## src/rtl/watch_time_ctrl.sv

```systemverilog
// Watch timekeeping (BCD hh:mm:ss), RUN/SET_HR/SET_MIN mode FSM and 6-digit display scan.
// Registered: time, mode, scan digit and blink phase update one cycle after their enabling input.
module watch_time_ctrl #(
   parameter int HOUR_MAX = 23
) (
   input  logic       clk,
   input  logic       rst,
   input  logic       tick_1hz,
   input  logic       tick_2hz,
   input  logic       scan_tick,
   input  logic       mode_btn,
   input  logic       inc_btn,
   output logic [1:0] mode,
   output logic [7:0] hour_bcd,
   output logic [7:0] min_bcd,
   output logic [7:0] sec_bcd,
   output logic [2:0] digit_sel,
   output logic [3:0] digit_val,
   output logic       digit_blank
);

   typedef enum logic [1:0] {
      MODE_RUN     = 2'd0,
      MODE_SET_HR  = 2'd1,
      MODE_SET_MIN = 2'd2
   } mode_e;

   localparam logic [7:0] HOUR_MAX_BCD = {4'(HOUR_MAX / 10), 4'(HOUR_MAX % 10)};

   mode_e      mode_q, mode_d;
   logic [7:0] hour_q, hour_d;
   logic [7:0] min_q, min_d;
   logic [7:0] sec_q, sec_d;
   logic [2:0] sel_q, sel_d;
   logic       blink_q, blink_d;

   // BCD increment that wraps to 00 once the field reaches its top value.
   function automatic logic [7:0] bcd_inc(input logic [7:0] v, input logic [7:0] top);
      logic [7:0] r;
      if (v == top) begin
         r = 8'h00;
      end else if (v[3:0] == 4'd9) begin
         r = {v[7:4] + 4'd1, 4'd0};
      end else begin
         r = {v[7:4], v[3:0] + 4'd1};
      end
      return r;
   endfunction

   always_comb begin
      mode_d = mode_q;
      hour_d = hour_q;
      min_d  = min_q;
      sec_d  = sec_q;
      case (mode_q)
         MODE_RUN: begin
            if (tick_1hz) begin
               sec_d = bcd_inc(sec_q, 8'h59);
               if (sec_q == 8'h59) begin
                  min_d = bcd_inc(min_q, 8'h59);
                  if (min_q == 8'h59) begin
                     hour_d = bcd_inc(hour_q, HOUR_MAX_BCD);
                  end
               end
            end
            if (mode_btn) begin
               mode_d = MODE_SET_HR;
            end
         end
         MODE_SET_HR: begin
            if (mode_btn) begin
               mode_d = MODE_SET_MIN;
            end else if (inc_btn) begin
               hour_d = bcd_inc(hour_q, HOUR_MAX_BCD);
            end
         end
         MODE_SET_MIN: begin
            // Returning to RUN restarts the minute cleanly; any tick this cycle is dropped.
            if (mode_btn) begin
               mode_d = MODE_RUN;
               sec_d  = 8'h00;
            end else if (inc_btn) begin
               min_d = bcd_inc(min_q, 8'h59);
            end
         end
         default: begin
            mode_d = MODE_RUN;
         end
      endcase
   end

   always_comb begin
      blink_d = blink_q ^ tick_2hz;
      sel_d   = sel_q;
      if (scan_tick) begin
         sel_d = (sel_q == 3'd5) ? 3'd0 : sel_q + 3'd1;
      end
   end

   always_ff @(posedge clk or posedge rst) begin
      if (rst) begin
         mode_q  <= MODE_RUN;
         hour_q  <= 8'h00;
         min_q   <= 8'h00;
         sec_q   <= 8'h00;
         sel_q   <= 3'd0;
         blink_q <= 1'b0;
      end else begin
         mode_q  <= mode_d;
         hour_q  <= hour_d;
         min_q   <= min_d;
         sec_q   <= sec_d;
         sel_q   <= sel_d;
         blink_q <= blink_d;
      end
   end

   always_comb begin
      digit_val   = 4'd0;
      digit_blank = 1'b0;
      case (sel_q)
         3'd0:    digit_val = hour_q[7:4];
         3'd1:    digit_val = hour_q[3:0];
         3'd2:    digit_val = min_q[7:4];
         3'd3:    digit_val = min_q[3:0];
         3'd4:    digit_val = sec_q[7:4];
         3'd5:    digit_val = sec_q[3:0];
         default: digit_val = 4'd0;
      endcase
      // Only the field being edited flashes.
      if (blink_q) begin
         if (mode_q == MODE_SET_HR && (sel_q == 3'd0 || sel_q == 3'd1)) begin
            digit_blank = 1'b1;
         end
         if (mode_q == MODE_SET_MIN && (sel_q == 3'd2 || sel_q == 3'd3)) begin
            digit_blank = 1'b1;
         end
      end
   end

   assign mode      = mode_q;
   assign hour_bcd  = hour_q;
   assign min_bcd   = min_q;
   assign sec_bcd   = sec_q;
   assign digit_sel = sel_q;

endmodule

```

## config.mk

```make
export PLATFORM = sky130hd
export DESIGN_NAME = watch_time_ctrl
export DESIGN_NICKNAME = d
export VERILOG_FILES = /design/src/rtl/watch_time_ctrl.sv
export SDC_FILE = /design/constraint.sdc
export NUM_CORES = 1
export LEC_CHECK = 0
export CORE_UTILIZATION = 45
export DETAILED_ROUTE_END_ITERATION = 10
export GPL_ROUTABILITY_DRIVEN = 0
export GPL_TIMING_DRIVEN = 1
export PLACE_DENSITY_LB_ADDON = 0.12
export SYNTH_ARGS = -nofsm -noshare
export SYNTH_HDL_FRONTEND = slang
export SYNTH_SLANG_ARGS = --single-unit
```

## constraint.sdc

```tcl
create_clock -name clk -period 2.33 [get_ports clk]
set_clock_uncertainty 0.05 [all_clocks]
set_input_delay 0.699 -clock clk [delete_from_list [all_inputs] [get_ports clk]]
set_output_delay 0.699 -clock clk [all_outputs]
set_load 0.01 [all_outputs]
```

==> results of run 1 <==
## final cells by class
class	instances	area (um2)	area share
inverters	15	56.3	0.0208
clock inverters	1	5.00	0.00185
clock buffers	7	86.3	0.0319
flip-flops and latches	30	751	0.277
multi-input cells	143	1130	0.419
repair buffers	70	613	0.226
well taps	50	62.6	0.0231
## how the worst max path moves through the flow
stage | slack [ns] | end | from | cells after the start
4_1_cts | -0.03 | digit_val[0] | digit_sel[0]$_DFFE_PP0P_ | 5
5_1_grt | -0.07 | digit_val[0] | digit_sel[0]$_DFFE_PP0P_ | 5
3_5_place_dp | -0.17 | min_bcd[7]$_DFFE_PP0P_ | tick_1hz | 6
2_1_floorplan | 0.19 | digit_blank | digit_sel[1]$_DFFE_PP0P_ | 5
6_report | -0.02 | digit_val[0] | digit_sel[0]$_DFFE_PP0P_ | 5
3_3_place_gp | -0.11 | min_bcd[3]$_DFFE_PP0P_ | tick_1hz | 5
## per-stage QoR
step	total power (uW)	instances	hold WS, ns	worst slack [ns]	TNS, ns
global route	3450	316	0.471	-0.0732	-0.238
CTS	3210	316	0.465	-0.0272	-0.0685
global placement	2720	308	0.409	-0.113	-0.601
floorplan	1800	193	0.385	0.187	0
finish	3240	316	0.460	-0.0159	-0.0348
detailed placement	2790	308	0.454	-0.169	-1.06
## synth_stat cells (all sizes together)
| cell type | number |
|---|---|
| dfrtp | 30 |
| nor2 | 20 |
| inv | 15 |
| ha | 13 |
| o21ai | 13 |
| nand2 | 8 |
| mux2 | 7 |
| nand3 | 7 |
| a21oi | 5 |
| and3b | 5 |
| mux2i | 5 |
| nor2b | 5 |
| clkbuf | 4 |
| xor2 | 4 |
| a21boi | 3 |
| a22oi | 3 |
| mux4 | 3 |
| nor3 | 3 |
| nor3b | 3 |
| o31ai | 3 |
| xnor2 | 3 |
| a211oi | 2 |
| a21o | 2 |
| a31oi | 2 |
| and2 | 2 |
| and4b | 2 |
| nand3b | 2 |
| o22ai | 2 |
| or3 | 2 |
| a221o | 1 |
| a311oi | 1 |
| a41oi | 1 |
| and4bb | 1 |
| buf | 1 |
| nand2b | 1 |
| nand4 | 1 |
| nand4bb | 1 |
| nor4 | 1 |
| nor4b | 1 |
| o221ai | 1 |
| o22a | 1 |
| o41ai | 1 |
| or2 | 1 |
| or4 | 1 |
## report_power, final
| part | switching [uW] | total (uW) | internal [uW] |
|---|---|---|---|
| clock network | 195 | 432 | 238 |
| logic | 885 | 1890 | 1000 |
| registers | 209 | 916 | 707 |
## sequential cells by signal, summed over array words and instances (netlist names)
register,flops
hour_bcd,8
min_bcd,8
sec_bcd,8
digit_sel,3
mode,2
blink_q,1
## logic make-up (layout without fill, tap and decap cells)
family          Yosys count  in the layout  share of synthesized area
compound gates           41             41                      0.156
xor+xnor                  7              7                     0.0318
fa+ha+maj                13             13                     0.0843
buf+inv                  20             93                     0.0395
flops                    30             30                      0.389
mux                      15             15                      0.102
simple gates             67             67                      0.198
## worst reg2reg max path: cells and delay by family (launching register included)
| kind | cells | cell delay (ns) |
|---|---|---|
| buffers and inverters | 3 | 0.38 |
| adders and majority gates | 1 | 0.18 |
| AOI/OAI and AO/OA | 1 | 0.12 |
| DFF | 1 | 0.40 |
| muxes | 1 | 0.37 |
| and+or+nand+nor | 2 | 0.50 |
## metal layers
layer | global-route usage | vias to the layer above
li1 | - | 845
met3 | 0.0541 | 14
met2 | 0.377 | 55
met5 | 0 | -
met1 | 0.310 | 835
met4 | 0.109 | 0
## placed cells by master, fill, tap and decap left out, types with 2 or more instances in the layout
cell,Yosys,layout
a211oi_1,2,2
a21boi_0,3,2
a21o_1,2,2
a21oi_1,5,5
a22oi_2,0,3
and3b_1,4,4
buf_2,1,5
buf_4,0,29
clkbuf_8,0,6
clkdlybuf4s50_1,0,35
dfrtp_1,30,30
ha_1,13,12
inv_1,15,12
inv_2,0,3
mux2_2,7,7
mux2i_1,5,5
mux4_2,3,3
nand2_1,8,8
nand3_1,7,7
nand3b_1,2,2
nor2_1,20,20
nor2b_1,5,5
nor3_1,3,3
nor3b_1,3,3
o21ai_0,13,10
o21ai_2,0,3
o22ai_1,2,2
o31ai_1,3,3
or3_1,2,2
xnor2_1,3,3
xor2_1,4,4
==> results_dict.tcl, run 1 <==
set metrics [dict create \
    status "finished, violations left" \
    violations "negative setup slack" \
    seq_area_frac_synth 0.389 \
    fill_cells 319 \
    cts_buffers 5 \
    crit_path_end_kind "output pin" \
    hold_end "blink_q$_DFF_PP0_" \
    grt_pass1_wl_mm 7.85 \
    num_antenna_cells 0 \
    design.core.area_mm2 0.00406 \
    avgSynthCellArea_um2 10.0 \
    fin_ws_ns -0.0159 \
    synthTopCellsByArea "dfrtp_1, ha_1, mux2_2" \
    drtPass1Iterations 4 \
    hp-class "flip-flop to flip-flop" \
    path_cells "buf_12 -> mux4_2 -> inv_2 -> o21ai_2 -> buf_2" \
    root_buffer "clkbuf_8" \
    wl_met3_um 297 \
    wl_met1_mm 2.24 \
    crit_type "flip-flop to output pin" \
    slew_violations 0 \
    worst_skew_pair.late_latency_ns 0.28 \
    maxSlewHeadroom 0.586 \
    wl_mm 5.06 \
    dieArea_mm2 0.00456 \
    p_leak_uw 0.00120 \
    nNetsFinal 285 \
    rows 23 \
    postCtsSetupRepairBufs 0 \
    wl_met2_mm 2.38 \
    synth_top_area_frac 0.389 \
    ys_types 47 \
    num_vias 1749 \
    ios 41 \
    die_height_um 67.5 \
    die_x_um 67.5 \
    max_freq_mhz 426 \
    critPathTopFamily "multiplexers" \
    hold_violations 0 \
    syn2layout_area_growth_pct 40.3 \
    synth_area_mm2 0.00193 \
    cts_sinks 30 \
    finish.utilization 0.668 \
    dpl_cell_area_mm2 0.00261 \
    antenna_found_initial 0 \
    dp_hpwl_mm 3.86 \
    cts.htree.levels 2 \
    track_usage 0.239 \
    r2r_slack_ns 0.23 \
    grt_max_degree 31 \
    clkSlewWorstSetupHoldPaths_ns 0.06 \
    synth_cells 193 \
    crit_slowest_cell "mux4_2" \
    r2r-end "min_bcd[7]$_DFFE_PP0P_" \
    max_stage_delay_ns 0.50 \
    holdBufCountCts 0 \
    syn_nets 213 \
    power.ir.vdd_worst_uv 674 \
    synth_warnings 0 \
    ant_nets 0 \
    p_per_area_mw_per_mm2 1190 \
    portBuffers 40 \
    drc 0 \
    period_share 1.01 \
    min_period_ns 2.35 \
    cp.required_ns 1.58 \
    drt-initial-drc-count 134 \
    setup_viol 3 \
    crit_buf_inv 3 \
    drv_cap 0 \
    reg2regPathDepth 8 \
    wire_per_inst_um 16.0 \
    cts_tree "built" \
    globalRouteOverflowTotal 0 \
    fin_area_mm2 0.00271 \
    viasPerCell 5.53 \
    routed.top_layer "met4" \
    cts_resized 29 \
    r2r_start "sec_bcd[5]$_DFFE_PP0P_" \
    worst_hold_path.num_cells 1 \
    clk_path_buf_depth 2 \
    ys_seq_elements 30 \
    worstHoldStart "blink_q$_DFF_PP0_" \
    start_util 0.476 \
    path_max_fanout 8 \
    worst_slew_pin_slew_ns 0.616 \
    layout-drive-gt1-share 0.256 \
    grt_pass1_vias 1636 \
    cp.arrival_ns 1.60 \
    rsz0062_at_grt "yes" \
    synth_area_leader_cell "dfrtp_1" \
    startpoint_type "flip-flop" \
]
Note: power is estimated with default switching activity, not from simulation.
==> inputs of run 2 (changes only) <==
--- a/config.mk
+++ b/config.mk
@@ -5,11 +5,13 @@
 export SDC_FILE = /design/constraint.sdc
 export NUM_CORES = 1
 export LEC_CHECK = 0
+export CAP_MARGIN = 0
 export CORE_UTILIZATION = 45
 export DETAILED_ROUTE_END_ITERATION = 10
 export GPL_ROUTABILITY_DRIVEN = 0
 export GPL_TIMING_DRIVEN = 1
 export PLACE_DENSITY_LB_ADDON = 0.12
+export SLEW_MARGIN = 20
 export SYNTH_ARGS = -nofsm -noshare
 export SYNTH_HDL_FRONTEND = slang
 export SYNTH_SLANG_ARGS = --single-unit
==> results of run 2 <==
The final DEF is identical to that of run 1; final timing and power are the same.
